$ cat config.mk
export PLATFORM = sky130hd
export DESIGN_NAME = regfile
export DESIGN_NICKNAME = d
export VERILOG_FILES = /design/src/rtl/regfile.sv
export SDC_FILE = /design/constraint.sdc
export NUM_CORES = 2
export LEC_CHECK = 0
export BUFFER_PORTS_ARGS = -buffer_cell sky130_fd_sc_hd__buf_2
export CORE_ASPECT_RATIO = 1.4
export CORE_MARGIN = 2
export CORE_UTILIZATION = 65
export DETAILED_ROUTE_END_ITERATION = 10
export PLACE_DENSITY = 0.83
export SLEW_MARGIN = 5
export SYNTH_ARGS = -nofsm -noshare
export SYNTH_HDL_FRONTEND = slang
export SYNTH_SLANG_ARGS = --single-unit
$ cat constraint.sdc
create_clock -name clk -period 7.52 [get_ports clk]
set_clock_uncertainty 0.05 [all_clocks]
set_input_delay 1.504 -clock clk [delete_from_list [all_inputs] [get_ports clk]]
set_output_delay 1.504 -clock clk [all_outputs]
set_load 0.005 [all_outputs]
$ cat src/rtl/regfile.sv
// regfile: architectural register file at the write-back end of the
// execute stage. It takes one write per cycle from exu, gives two
// combinational source-operand reads to decode, and gives one combinational
// debug read. It also counts committed write-back cycles.
//
// Ports
//   clk        system clock; all state updates on the rising edge
//   rst_n      asynchronous active-low reset; clears every register and wb_cnt
//   e_regW     write enable from the execute stage
//   e_regAddr  destination index (a write to index 0 is discarded)
//   e_regData  write-back data, stored unmodified
//   rs1_addr   source 1 index       rs1_data  source 1 value
//   rs2_addr   source 2 index       rs2_data  source 2 value
//   dbg_addr   debug read index     dbg_data  debug read value
//   wb_cnt     number of cycles with e_regW=1 since reset, wraps silently
module regfile #(
  parameter int ADDR_WIDTH = 5,
  parameter int DATA_WIDTH = 32,
  parameter int CNT_WIDTH  = 64
) (
  input  logic                  clk,
  input  logic                  rst_n,
  input  logic                  e_regW,
  input  logic [ADDR_WIDTH-1:0] e_regAddr,
  input  logic [DATA_WIDTH-1:0] e_regData,
  input  logic [ADDR_WIDTH-1:0] rs1_addr,
  input  logic [ADDR_WIDTH-1:0] rs2_addr,
  output logic [DATA_WIDTH-1:0] rs1_data,
  output logic [DATA_WIDTH-1:0] rs2_data,
  input  logic [ADDR_WIDTH-1:0] dbg_addr,
  output logic [DATA_WIDTH-1:0] dbg_data,
  output logic [CNT_WIDTH-1:0]  wb_cnt
);

  localparam int NumRegs = 2 ** ADDR_WIDTH;

  logic [DATA_WIDTH-1:0] regArray [NumRegs];
  logic [CNT_WIDTH-1:0]  wbCnt;

  always_ff @(posedge clk or negedge rst_n) begin
    if (!rst_n) begin
      for (int i = 0; i < NumRegs; i++) begin
        regArray[i] <= '0;
      end
    end else if (e_regW && (e_regAddr != '0)) begin
      regArray[e_regAddr] <= e_regData;
    end
  end

  // Every enabled cycle counts, including the discarded writes to x0.
  always_ff @(posedge clk or negedge rst_n) begin
    if (!rst_n) begin
      wbCnt <= '0;
    end else if (e_regW) begin
      wbCnt <= wbCnt + {{(CNT_WIDTH-1){1'b0}}, 1'b1};
    end
  end

  // Reads show stored state only. There is no bypass from the write port,
  // because a bypass would close the loop rs -> alu -> e_regData -> rs in the
  // single-cycle datapath. Index 0 is forced to zero at the read side.
  always_comb begin
    rs1_data = (rs1_addr == '0) ? '0 : regArray[rs1_addr];
    rs2_data = (rs2_addr == '0) ? '0 : regArray[rs2_addr];
    dbg_data = (dbg_addr == '0) ? '0 : regArray[dbg_addr];
  end

  assign wb_cnt = wbCnt;

endmodule

-- Yosys cells after proc, flatten, opt, wreduce, memory -nomap -nowiden
Cells that the tools add are included.
- ROM bits: 0
- memories kept: 0
- register bits: 1088
- bits in writable memories: 0
- latch bits: 0
- output and inout bits: 160
- bits of input ports: 55
- bitwise gates (word level): 4
- mux-type cells: 15
- reduce and logical (&&, ||, !) cells: 6
- shifts and indexed selects: 0
- $mul: 0
- order comparisons: 5
- add/sub/neg operators: 1
- div/mod/pow operators: 0
- eq/ne operators: 0
- operator list (kind ; count):
    bitwise mux 1024 bit ; 1
    binary-select mux 32 bit (select 5 bit) ; 3
    2-to-1 mux 32 bit ; 10
    demux 32 bit (select 5 bit) ; 1
    adder 64 x 1 -> 64 bit, second input constant ; 1
    >= comparator 6 bit, second input constant ; 4
    NOT 5 -> 6 bit ; 4
    zero test 5 bit ; 3
    less-than comparator 6 x 1 -> 1 bit, second input constant ; 1
    nonzero test 5 bit ; 1
    logical AND 1 bit ; 2

-- Depth between registers and ports, before layout
- word-level depth: 6
- gate-level depth with buffers: 9

-- Worst setup path before layout
No wires, ideal clock.
- path kind: input to output
- start point: input port rs1_addr[0]
- end point: output port rs1_data[10]
- buffers on the path: 3
- cell stages on the path: 6
- slack: 2.980 ns
- arrival time: 2.986 ns
- cells stage by stage: buf_2 > buf_2 > buf_2 > mux4_2 > a22oi_1 > a31oi_1
- longest elaborated chain between the ends: 5
- elaborated cells on any way between the ends: 6
- RTL lines (element ; RTL line ; RTL):
    from (decl) ; 26 ; input logic [ADDR_WIDTH-1:0] rs1_addr,
    NOT 5 -> 6 bit (implied by the code) ; 63 ; rs1_data = (rs1_addr == '0) ? '0 : regArray[rs1_addr];
    binary-select mux 32 bit (select 5 bit) ; 63 ;
    2-to-1 mux 32 bit (implied by the code) (2 in a row) ; 63 ;
    2-to-1 mux 32 bit * ; 63 ;
    to (decl) ; 28 ; output logic [DATA_WIDTH-1:0] rs1_data,
Every way passes the cells marked *; elsewhere a longest branch is shown, timed or not. The select of a mux whose other input is x is not followed.

-- Worst setup path in the final report
- start point: input port rs1_addr[0]
- end point: output port rs1_data[3]
The elaborated chain is that of the path after synthesis.

==> flow_summary.yaml <==
power_and_ir_drop:
  leakage_nw: 29.9
  irDropWorstVdd_uv: 252
  power_density_nw_per_um2: 257
synthesis:
  syn_area_per_cell_sq_um: 15.1
  synthesis.nets: 4329
  yosysWarnings: 0
  ys_ff_latch: 1088
  synth_edf_count: 0
  yosys.area.top_type: "dfrtp_1"
  synthCells: 4273
  synthTopCellsByArea: "dfrtp_1, mux4_2, mux2_2"
  synth_cell_types: 55
  synthFlopType: "dfrtp_1"
  synth_seq_area_share_pct: 42.1
  synthArstFlopShare_pct: 100
  synth_area_sq_um: 64700
  yosys.area.top_type_share_pct: 42.1
outcome:
  violations: "capacitance limit, slew limit"
  status: "finished with violations"
floorplanning:
  num_rows: 136
  num_io_pins: 215
  design.core.area_sq_um: 98400
  die_area_sq_um: 102000
  die_w_um: 271
  initial_utilization_pct: 65.7
  die-height_um: 377
route:
  wl_per_cell_um: 38.3
  via_count: 46300
  vias_per_cell: 8.20
  wl_mm: 216
  drc: 0
  dr.pass1.iters: 9
  drt_iter0_markers: 6848
  ant_nets: 0
grt:
  grtUsageTotal_pct: 42.9
  antenna_found_initial: 20
  grt_max_degree: 160
  grt_pass1_wl_mm: 317
  grt_overflow: 0
  grt_pass1_vias: 47100
timing:
  period_needed_ps: 6410
  slew_viol_final: 40
  relSlewSlack_pct: -4.91
  setup_violations: 0
  max_freq_ghz: 0.156
  setup_ws_ps: 1110
  fin_setup_tns_ps: 0
  tightest_slew_ps: 1570
  grt_setup_unrepaired: "no"
  hold_viol_final: 0
  period_share_pct: 85.2
worst_setup_path:
  critPathTopFamily: "buffers and inverters"
  arrival_ps: 4860
  critPathLaunchType: "primary input"
  endpoint_kind: "output port"
  path_common_cell: "buf_4"
  max_stage_delay_ps: 820
  critPathSlowestCell: "a31oi_1"
  crit_required_ps: 5970
  crit_chain: "buf_8 -> buf_4 -> nor4b_4 -> buf_4 -> a211o_1 -> a31oi_1 -> buf_2"
  worst-setup-path-type: "in -> out"
  critPathMaxFanout: 57
  path_buf_inv: 4
clock_network:
  numCtsBuffers: 106
  htreeDepth: 3
  post_cts_buffers: 0
  cts_sinks: 1088
  ctsResizeCount: 0
  cts_tree: "yes"
  cts_root_buffer: "clkbuf_16"
  clk_transition_reported_paths_ps: 60
  insertion_delay_ps: 750
  cts_buffer_depth: 3
  hold_buffers: 0
final_layout:
  fin_nets: 4292
  layout_commonest_cell: "dfrtp_1"
  final_cell_mix: "dfrtp_1, mux2_2, mux4_2"
  layout-drive-gt1-share_pct: 54.7
  area_growth_syn_to_layout_pct: 8.59
place:
  io_buffers: 214
  hpwl_mm: 136
  place.gp.congestion: 0.936
  preCtsSetupSlack_ps: 1250
run:
  drv_cap: 2
hold_path:
  hp-class: "reg -> reg"
==> metal layers <==
layer / wire length, um / global-route usage [%] / vias to the layer above
li1: - / - / 17100
met1: 68600 / 51.8 / 23800
met2: 95800 / 62.0 / 4136
met3: 30600 / 16.1 / 1246
met4: 21300 / 34.6 / 16
met5: 160 / 0.574 / -
==> synth_stat cells, types with 3 or more instances <==
| cell | number |
|---|---|
| buf_6 | 22 |
| or3_1 | 5 |
| nand2_1 | 75 |
| nand3_1 | 22 |
| buf_2 | 160 |
| nor2b_1 | 26 |
| mux2i_1 | 125 |
| and4_1 | 10 |
| a22oi_1 | 128 |
| a211oi_1 | 14 |
| nand2b_1 | 6 |
| mux4_2 | 732 |
| a211o_1 | 63 |
| a2111oi_0 | 19 |
| a22o_1 | 6 |
| and2_1 | 12 |
| o2111ai_1 | 15 |
| nor2_1 | 30 |
| nand3b_1 | 4 |
| dfrtp_1 | 1088 |
| clkbuf_2 | 3 |
| buf_8 | 3 |
| nor3_1 | 14 |
| a31oi_1 | 64 |
| and3_1 | 15 |
| nor3_2 | 4 |
| buf_4 | 43 |
| nor4_1 | 8 |
| a221oi_1 | 26 |
| clkbuf_1 | 224 |
| o22ai_1 | 87 |
| mux2_2 | 1032 |
| nor3b_1 | 4 |
| xor2_1 | 13 |
| xnor2_1 | 50 |
| nand4_1 | 19 |
| o22a_1 | 13 |
| o221ai_1 | 17 |
| buf_1 | 49 |
==> state kept, by name, summed over array words and instances, names as in the netlist <==
| name | cells |
|---|---|
| wb_cnt | 64 |
| regArray | 1024 |
==> power by group <==
group          switching, W  internal (W)
Clock               0.00245       0.00322
Sequential          0.00110       0.00692
Combinational       0.00179       0.00253
==> path summary, 6_finish.rpt <==
| check | from | end | slack [ps] | depth (start not counted) |
|---|---|---|---|---|
| setup / recovery | rs1_addr[0] | rs1_data[3] | 1110 | 7 |
| setup reg to reg | wb_cnt[0]$_DFFE_PN0P_ | wb_cnt[58]$_DFFE_PN0P_ | 5150 | 6 |
| max in group asynchronous | rst_n | regArray[305]$_DFFE_PN0P_ | 5050 | 2 |
| hold / removal | regArray[1006]$_DFFE_PN0P_ | regArray[1006]$_DFFE_PN0P_ | 370 | 0 |
| hold reg to reg | regArray[1006]$_DFFE_PN0P_ | regArray[1006]$_DFFE_PN0P_ | 370 | 0 |
| min in group asynchronous | rst_n | regArray[88]$_DFFE_PN0P_ | 780 | 1 |
==> metrics by stage <==
stage                     hold WS [ps]  instances  utilization (%)  cell area [sq um]  total power [W]
after floorplan                    408       4273                -              64700           0.0109
after global routing               385       5637             71.4              70200           0.0185
final                              366       5649             71.4              70200           0.0180
after global placement             344       5438             67.6              66500           0.0120
after CTS                          369       5632             71.4              70200           0.0179
after detailed placement           352       5439             67.6              66500           0.0122
==> cell families (layout without fill, tap and decap cells) <==
logic type | count (synthesis) | after routing | share of synthesized area [%]
multiplexers | 1893 | 1893 | 45.6
flip-flops | 1088 | 1088 | 42.1
buffers and inverters | 509 | 557 | 3.89
AO/OA/AOI/OAI | 453 | 453 | 5.28
AND/OR/NAND/NOR | 266 | 266 | 2.30
XOR/XNOR | 63 | 63 | 0.853
adder cells (fa/ha/maj) | 1 | 1 | 0.0193
other | 0 | 17 | 0
==> cell type report <==
cell class,count,area [sq um]
Antenna cell,17,42.5
Clock buffer,152,3150
Clock inverter,41,500
Fill cell,6159,28100
Inverter,1,3.75
Multi-Input combinational cell,2676,35200
Sequential cell,1088,27200
Tap cell,1311,1640
Timing Repair Buffer,363,2470
==> worst register-to-register path, stage by stage (launching register included) <==
cell and delay [ps]:
dfrtp_1 440, ha_1 190, and3_1 240, nand3_1 260, nor4_4 690, nand3_1 200, xnor2_1 180
Power figures use the tool's default switching activity.
